--- config.mk ---
export PLATFORM = sky130hd
export DESIGN_NAME = memory_access_stage
export DESIGN_NICKNAME = d
export VERILOG_FILES = /design/src/rtl/memory_access_stage_pkg.sv /design/src/rtl/memory_access_stage_load_data_extender.sv /design/src/rtl/memory_access_stage.sv
export SDC_FILE = /design/constraint.sdc
export NUM_CORES = 1
export LEC_CHECK = 0
export CAP_MARGIN = 20
export CORE_MARGIN = 4
export CORE_UTILIZATION = 28
export CTS_BUF_LIST = sky130_fd_sc_hd__clkbuf_4
export CTS_CLUSTER_SIZE = 24
export DETAILED_ROUTE_END_ITERATION = 12
export SYNTH_ARGS = -nofsm -noshare
export SYNTH_HDL_FRONTEND = slang
export SYNTH_SLANG_ARGS = --single-unit
--- constraint.sdc ---
create_clock -name clock -period 4 [get_ports clock]
set_input_delay 0.4 -clock clock [delete_from_list [all_inputs] [get_ports clock]]
set_output_delay 0.4 -clock clock [all_outputs]
set_load 0.03 [all_outputs]
--- src/rtl/memory_access_stage_pkg.sv ---
// Shared pipeline definitions: integer and register-index types, ALU and memory operator
// enums, bus payload struct, and the lane/extension helpers used by the MEM stage.
package memory_access_stage_pkg;

  localparam int unsigned INT_W     = 32;
  localparam int unsigned REG_IDX_W = 5;
  localparam int unsigned BE_W      = 4;

  typedef logic [INT_W-1:0]     int_t;
  typedef logic [REG_IDX_W-1:0] reg_idx_t;
  typedef logic [BE_W-1:0]      byte_enable_t;

  typedef enum logic [3:0] {
    ALU_ADD, ALU_SUB, ALU_AND, ALU_OR, ALU_XOR,
    ALU_SLT, ALU_SLTU, ALU_SLL, ALU_SRL, ALU_SRA
  } alu_operator_t;

  typedef enum logic [3:0] {
    MEM_NONE = 4'd0,
    LB       = 4'd1,
    LBU      = 4'd2,
    LH       = 4'd3,
    LHU      = 4'd4,
    LW       = 4'd5,
    SB       = 4'd6,
    SH       = 4'd7,
    SW       = 4'd8
  } mem_operator_t;

  localparam byte_enable_t BE_WORD    = 4'b1111;
  localparam byte_enable_t BE_HALF_LO = 4'b0011;
  localparam byte_enable_t BE_HALF_HI = 4'b1100;
  localparam byte_enable_t BE_BYTE0   = 4'b0001;

  typedef struct packed {
    logic         write;
    int_t         address;
    byte_enable_t byte_enable;
    int_t         write_data;
  } bus_req_t;

  function automatic logic is_load(mem_operator_t op);
    return op inside {LB, LBU, LH, LHU, LW};
  endfunction

  function automatic logic is_store(mem_operator_t op);
    return op inside {SB, SH, SW};
  endfunction

  function automatic logic is_half(mem_operator_t op);
    return op inside {LH, LHU, SH};
  endfunction

  function automatic logic is_word(mem_operator_t op);
    return op inside {LW, SW};
  endfunction

  function automatic logic is_misaligned(mem_operator_t op, logic [1:0] lane);
    return (is_half(op) && lane[0]) || (is_word(op) && (lane != 2'b00));
  endfunction

  // Sub-size address bits are ignored: halfwords look only at lane[1], words at nothing.
  function automatic byte_enable_t lane_enable(mem_operator_t op, logic [1:0] lane);
    if (is_word(op)) return BE_WORD;
    if (is_half(op)) return lane[1] ? BE_HALF_HI : BE_HALF_LO;
    return BE_BYTE0 << lane;
  endfunction

  function automatic int_t replicate_store(mem_operator_t op, int_t data);
    if (is_word(op)) return data;
    if (is_half(op)) return {2{data[15:0]}};
    return {4{data[7:0]}};
  endfunction

endpackage

--- src/rtl/memory_access_stage_load_data_extender.sv ---
// Selects the addressed byte/halfword of a little-endian read word and sign- or zero-extends it.
module load_data_extender
  import memory_access_stage_pkg::*;
(
  input  int_t          readWord,
  input  logic [1:0]    addr,
  input  mem_operator_t op,
  output int_t          extended
);

  logic [7:0]  byte_sel;
  logic [15:0] half_sel;

  always_comb begin
    byte_sel = readWord[7:0];
    case (addr)
      2'd0:    byte_sel = readWord[7:0];
      2'd1:    byte_sel = readWord[15:8];
      2'd2:    byte_sel = readWord[23:16];
      default: byte_sel = readWord[31:24];
    endcase
    half_sel = addr[1] ? readWord[31:16] : readWord[15:0];

    extended = '0;
    case (op)
      LB:      extended = {{24{byte_sel[7]}}, byte_sel};
      LBU:     extended = {24'd0, byte_sel};
      LH:      extended = {{16{half_sel[15]}}, half_sel};
      LHU:     extended = {16'd0, half_sel};
      LW:      extended = readWord;
      default: extended = '0;
    endcase
  end

endmodule

--- src/rtl/memory_access_stage.sv ---
// MEM pipeline stage: passes ALU results through or runs one valid/ready bus transaction per load/store.
// Define MEMORY_ACCESS_ALIGNMENT_TRAP_EN to trap misaligned accesses instead of truncating the address.
module memory_access_stage
  import memory_access_stage_pkg::*;
(
  input  logic                 clock,
  input  logic                 reset,
  input  logic                 exValid,
  output logic                 exReady,
  input  logic [INT_W-1:0]     exResult,
  input  logic [INT_W-1:0]     exStoreData,
  input  logic [3:0]           exMemOp,
  input  logic [REG_IDX_W-1:0] exDestReg,
  input  logic                 exWriteEnable,
  output logic                 busRequest,
  output logic                 busWrite,
  output logic [INT_W-1:0]     busAddress,
  output logic [BE_W-1:0]      busByteEnable,
  output logic [INT_W-1:0]     busWriteData,
  input  logic                 busReady,
  input  logic [INT_W-1:0]     busReadData,
  output logic                 wbValid,
  output logic [REG_IDX_W-1:0] wbDestReg,
  output logic                 wbWriteEnable,
  output logic [INT_W-1:0]     wbData,
  output logic                 addressError,
  output logic [INT_W-1:0]     badAddress
);

  typedef enum logic {IDLE, WAIT_BUS} state_t;

  state_t        state, state_next;
  bus_req_t      bus_q, bus_next;
  logic          bus_request_q, bus_request_next;
  mem_operator_t op_q, op_next;
  logic [1:0]    lane_q, lane_next;
  logic          we_q, we_next;
  logic          wb_valid_q, wb_valid_next;
  logic          wb_we_q, wb_we_next;
  reg_idx_t      wb_dest_q, wb_dest_next;
  int_t          wb_data_q, wb_data_next;
  mem_operator_t ex_op;
  int_t          load_value;

`ifdef MEMORY_ACCESS_ALIGNMENT_TRAP_EN
  logic addr_err_q, addr_err_next;
  int_t bad_addr_q, bad_addr_next;
`endif

  assign ex_op = mem_operator_t'(exMemOp);

  load_data_extender u_load_data_extender (
    .readWord (busReadData),
    .addr     (lane_q),
    .op       (op_q),
    .extended (load_value)
  );

  // State register
  always_ff @(posedge clock) begin
    if (reset) state <= IDLE;
    else       state <= state_next;
  end

  // Next-state and next-output logic
  always_comb begin
    state_next       = state;
    bus_next         = bus_q;
    bus_request_next = bus_request_q;
    op_next          = op_q;
    lane_next        = lane_q;
    we_next          = we_q;
    wb_valid_next    = 1'b0;
    wb_we_next       = 1'b0;
    wb_dest_next     = wb_dest_q;
    wb_data_next     = wb_data_q;
`ifdef MEMORY_ACCESS_ALIGNMENT_TRAP_EN
    addr_err_next    = 1'b0;
    bad_addr_next    = bad_addr_q;
`endif

    case (state)
      IDLE: begin
        if (exValid) begin
          wb_dest_next = exDestReg;
          if (!is_load(ex_op) && !is_store(ex_op)) begin
            wb_valid_next = 1'b1;
            wb_we_next    = exWriteEnable;
            wb_data_next  = exResult;
          end
`ifdef MEMORY_ACCESS_ALIGNMENT_TRAP_EN
          else if (is_misaligned(ex_op, exResult[1:0])) begin
            wb_valid_next = 1'b1;
            addr_err_next = 1'b1;
            bad_addr_next = exResult;
          end
`endif
          else begin
            state_next           = WAIT_BUS;
            bus_request_next     = 1'b1;
            bus_next.write       = is_store(ex_op);
            bus_next.address     = {exResult[INT_W-1:2], 2'b00};
            bus_next.byte_enable = lane_enable(ex_op, exResult[1:0]);
            bus_next.write_data  = replicate_store(ex_op, exStoreData);
            op_next              = ex_op;
            lane_next            = exResult[1:0];
            we_next              = exWriteEnable;
          end
        end
      end
      WAIT_BUS: begin
        if (busReady) begin
          state_next       = IDLE;
          bus_request_next = 1'b0;
          wb_valid_next    = 1'b1;
          wb_we_next       = is_load(op_q) && we_q;
          if (is_load(op_q)) wb_data_next = load_value;
        end
      end
      default: state_next = IDLE;
    endcase
  end

  // Output and transaction registers
  always_ff @(posedge clock) begin
    if (reset) begin
      bus_q         <= '0;
      bus_request_q <= 1'b0;
      op_q          <= MEM_NONE;
      lane_q        <= 2'b00;
      we_q          <= 1'b0;
      wb_valid_q    <= 1'b0;
      wb_we_q       <= 1'b0;
      wb_dest_q     <= '0;
      wb_data_q     <= '0;
    end else begin
      bus_q         <= bus_next;
      bus_request_q <= bus_request_next;
      op_q          <= op_next;
      lane_q        <= lane_next;
      we_q          <= we_next;
      wb_valid_q    <= wb_valid_next;
      wb_we_q       <= wb_we_next;
      wb_dest_q     <= wb_dest_next;
      wb_data_q     <= wb_data_next;
    end
  end

`ifdef MEMORY_ACCESS_ALIGNMENT_TRAP_EN
  always_ff @(posedge clock) begin
    if (reset) begin
      addr_err_q <= 1'b0;
      bad_addr_q <= '0;
    end else begin
      addr_err_q <= addr_err_next;
      bad_addr_q <= bad_addr_next;
    end
  end

  assign addressError = addr_err_q;
  assign badAddress   = bad_addr_q;
`else
  assign addressError = 1'b0;
  assign badAddress   = '0;
`endif

  assign exReady       = (state == IDLE);
  assign busRequest    = bus_request_q;
  assign busWrite      = bus_q.write;
  assign busAddress    = bus_q.address;
  assign busByteEnable = bus_q.byte_enable;
  assign busWriteData  = bus_q.write_data;
  assign wbValid       = wb_valid_q;
  assign wbDestReg     = wb_dest_q;
  assign wbWriteEnable = wb_we_q;
  assign wbData        = wb_data_q;

endmodule

==> results.sh <==
export IMPL_status="complete, no violations"
export IMPL_port_buffers=217
export IMPL_ys_types=50
export IMPL_h_tree_depth=4
export IMPL_cts_root_buffer="clkbuf_4"
export IMPL_grt_pass1_vias=5323
export IMPL_die_h_um=151
export IMPL_globalRouteTotalUtil_pct=17.0
export IMPL_insertion_delay_ps=520
export IMPL_max_freq_mhz=353
export IMPL_grt_max_degree=67
export IMPL_ff_latch_area_um2=2300
export IMPL_overflow=0
export IMPL_slowest_delay_ps=680
export IMPL_die_area_um2=22800
export IMPL_yosysSeqAreaShare_pct=40.3
export IMPL_die_w_um=151
export IMPL_postLayoutCellArea_um2=8220
export IMPL_power_density_nw_per_um2=364
export IMPL_worstMarginPinSlew_ps=877
export IMPL_dr_pass1_iters=4
export IMPL_multi_input_area_um2=2990
export IMPL_hold_depth=2
export IMPL_final_nets=984
export IMPL_core_um2=19800
export IMPL_ant_nets=0
export IMPL_setup_viol=0
export IMPL_grt_antenna_before_repair=0
export IMPL_cp_end_kind="flop"
export IMPL_timing_final_crit_share_pct=70.7
export IMPL_start_util_pct=28.9
export IMPL_worst_path_most_repeated_cell="a21oi_4"
export IMPL_skew_ps=22.1
export IMPL_slew_headroom_pct=41.3
export IMPL_crit_type="flop to flop"
export IMPL_worst_path_buf_inv=1
export IMPL_clkTransAtPathRegs_ps=120
export IMPL_drt_wirelength_per_cell_um=17.4
export IMPL_min_period_ps=2830
export IMPL_worstPathMaxFanout=23
export IMPL_rows=51
export IMPL_critical_path_top_delay_family="compound AO/OA/AOI/OAI gates"
export IMPL_drt_iter0_drc=222
export IMPL_routed_wl_um=20100
export IMPL_rsz0062_at_grt="no"
export IMPL_fill_cells=2031
export IMPL_vdd_drop_max_v=0.000209
export IMPL_synthToLayoutAreaGrowth_pct=43.9
export IMPL_critPathLaunchType="flop"
export IMPL_required_ps=4420
export IMPL_drc=0
export IMPL_synthCells=685
export IMPL_crit_slowest_cell="dfxtp_1"
export IMPL_timing_final_hold_violations=0
export IMPL_hpwl_um=14500
export IMPL_cts_resized=0
export IMPL_holdBufCountCts=0
export IMPL_netlist_area_um2=5710
export IMPL_fin_setup_tns_ps=0
export IMPL_syn_area_per_cell_um2=8.34
export IMPL_grt_pass1_wl_um=30200
export IMPL_ys_warn_count=0
export IMPL_cts_buffer_depth=2
export IMPL_postCtsSetupBuffers=0
export IMPL_arrival_ps=3250
export IMPL_path_cells="buf_4 > nand2b_1 > a21oi_4 > a21oi_2 > a21oi_4 > a211oi_2"
export IMPL_drive_gt1_share_pct=9.36
export IMPL_synth_seq_cells=115
export IMPL_cts_tree="done"
export IMPL_slew_violations=0
export IMPL_vias=5514
export IMPL_ff2ff_path_depth=6
export IMPL_place_gp_congestion=0.827
export IMPL_p_leak_nw=2.94
export IMPL_io_pins=253
export IMPL_cap_viol_max_count=0
export IMPL_crit_cells=6
export IMPL_via_per_inst=4.79
export IMPL_cts_sinks=115
export IMPL_dpl_instance_area_um2=7910
export IMPL_min_path_type="input port to flop"
export IMPL_cts_buffers=17
export IMPL_antenna_cells=0
==> cells in the final DEF (no fill, tap or decap), types with 3 or more instances in the layout <==
cell type | synthesis | routed
clkdlybuf4s50_1 | 0 | 216
dfxtp_1 | 115 | 115
nand2_1 | 105 | 105
a21oi_1 | 98 | 97
nor2_1 | 41 | 41
mux2i_1 | 35 | 35
conb_1 | 1 | 35
o22ai_1 | 25 | 25
o21ai_0 | 17 | 17
clkbuf_4 | 0 | 17
and2_1 | 16 | 16
a31oi_1 | 16 | 16
and3_1 | 17 | 16
a211oi_2 | 16 | 16
buf_4 | 38 | 12
nor2b_1 | 11 | 11
nand3_1 | 9 | 8
mux2_2 | 8 | 8
a221oi_1 | 8 | 8
a211oi_1 | 8 | 8
nand2b_1 | 5 | 5
nor3_1 | 5 | 5
inv_1 | 4 | 4
o41ai_1 | 4 | 4
clkinvlp_4 | 0 | 4
o41ai_2 | 3 | 3
bufinv_16 | 0 | 3
inv_6 | 0 | 3
clkinv_4 | 0 | 3
==> logic make-up (layout without fill, tap and decap cells) <==
| family | Yosys count | after routing | share of synthesized area, % |
|---|---|---|---|
| AND/OR/NAND/NOR | 220 | 220 | 18.0 |
| flip-flops | 115 | 115 | 40.3 |
| XOR/XNOR | 2 | 2 | 0.307 |
| buffers and inverters | 98 | 266 | 9.85 |
| multiplexers | 43 | 43 | 7.71 |
| other | 1 | 35 | 0.0656 |
| AO/OA/AOI/OAI | 206 | 206 | 23.8 |
==> sequential cells by signal (all words and copies together), names as in the netlist <==
name / flops
busWriteData: 32
busAddress: 30
op_q: 4
wbWriteEnable: 1
wbValid: 1
busWrite: 1
state: 1
wbDestReg: 5
busRequest: 1
busByteEnable: 4
lane_q: 2
we_q: 1
wbData: 32
==> cells in the mapped netlist, drive strengths merged <==
master,n,area share (%)
nor4,1,0.22
and3b,1,0.15
o2bb2ai,1,0.15
dfxtp,115,40
a311oi,1,0.15
nor4b,2,0.31
nand2,105,6.9
mux2,8,1.6
or3,2,0.22
nand2b,5,0.55
mux2i,35,6.1
nor2b,11,1.2
a31oi,16,1.8
or3b,1,0.15
a2111oi,1,0.26
nand3b,1,0.13
o211ai,1,0.13
or4,1,0.20
clkinv,1,0.066
buf,61,7.4
and3,17,1.9
xor2,1,0.15
nor2,41,2.7
or4b,1,0.18
a21oi,101,9.3
and2,16,1.8
and4bb,1,0.22
nand3,9,0.79
xnor2,1,0.15
a21o,1,0.13
clkbuf,32,2.1
o21ai,18,1.6
o31ai,1,0.22
a32oi,1,0.15
nor3,5,0.44
conb,1,0.066
a211oi,24,4.6
o41ai,7,1.5
a221oi,8,1.2
inv,4,0.26
o22ai,25,2.7
==> per-stage QoR <==
step                      cells  hold WS [ps]  power, mW  util (%)  worst slack [ps]
after floorplan             719           437       1.77         -              1920
after global placement     1120           442       2.08      40.0               937
after detailed placement   1120           446       2.08      40.0               934
after CTS                  1152           344       3.04      41.6              1150
after global routing       1152           348       3.15      41.6               937
final                      1152           390       2.99      41.6              1170
==> layer usage <==
| layer | wire [um] | global-route usage [%] | part of all wire, % | vias up |
|---|---|---|---|---|
| met5 | 0 | 0 | 0 | - |
| met4 | 111 | 2.58 | 0.55 | 0 |
| met3 | 2160 | 7.21 | 11 | 9 |
| met2 | 9030 | 26.9 | 45 | 201 |
| met1 | 8760 | 22.2 | 44 | 2565 |
| li1 | - | - | - | 2739 |
==> worst paths after layout <==
kind                        from               to  slack [ps]
setup / recovery           state       wbData[31]        1170
hold / removal             reset  busWriteData[1]         390
setup reg to reg           state       wbData[31]        1170
hold reg to reg   busAddress[21]   busAddress[21]         460
==> power breakdown <==
group | leakage (nW) | switching, mW | internal [mW]
Clock | 0.153 | 0.500 | 0.438
Combinational | 1.84 | 0.459 | 0.327
Sequential | 0.941 | 0.0467 | 1.22
Total | 2.94 | 1.01 | 1.98
==> area by class of cell <==
| type | instances | share of cell area, % |
|---|---|---|
| clock buffer | 17 | 1.55 |
| clock inverter | 15 | 2.21 |
| inverter | 5 | 0.228 |
| multi-input combinational | 506 | 36.3 |
| sequential | 115 | 28.0 |
| tap | 265 | 4.03 |
| timing repair buffer | 229 | 27.6 |
No activity file was read; power rests on OpenSTA's default activity.
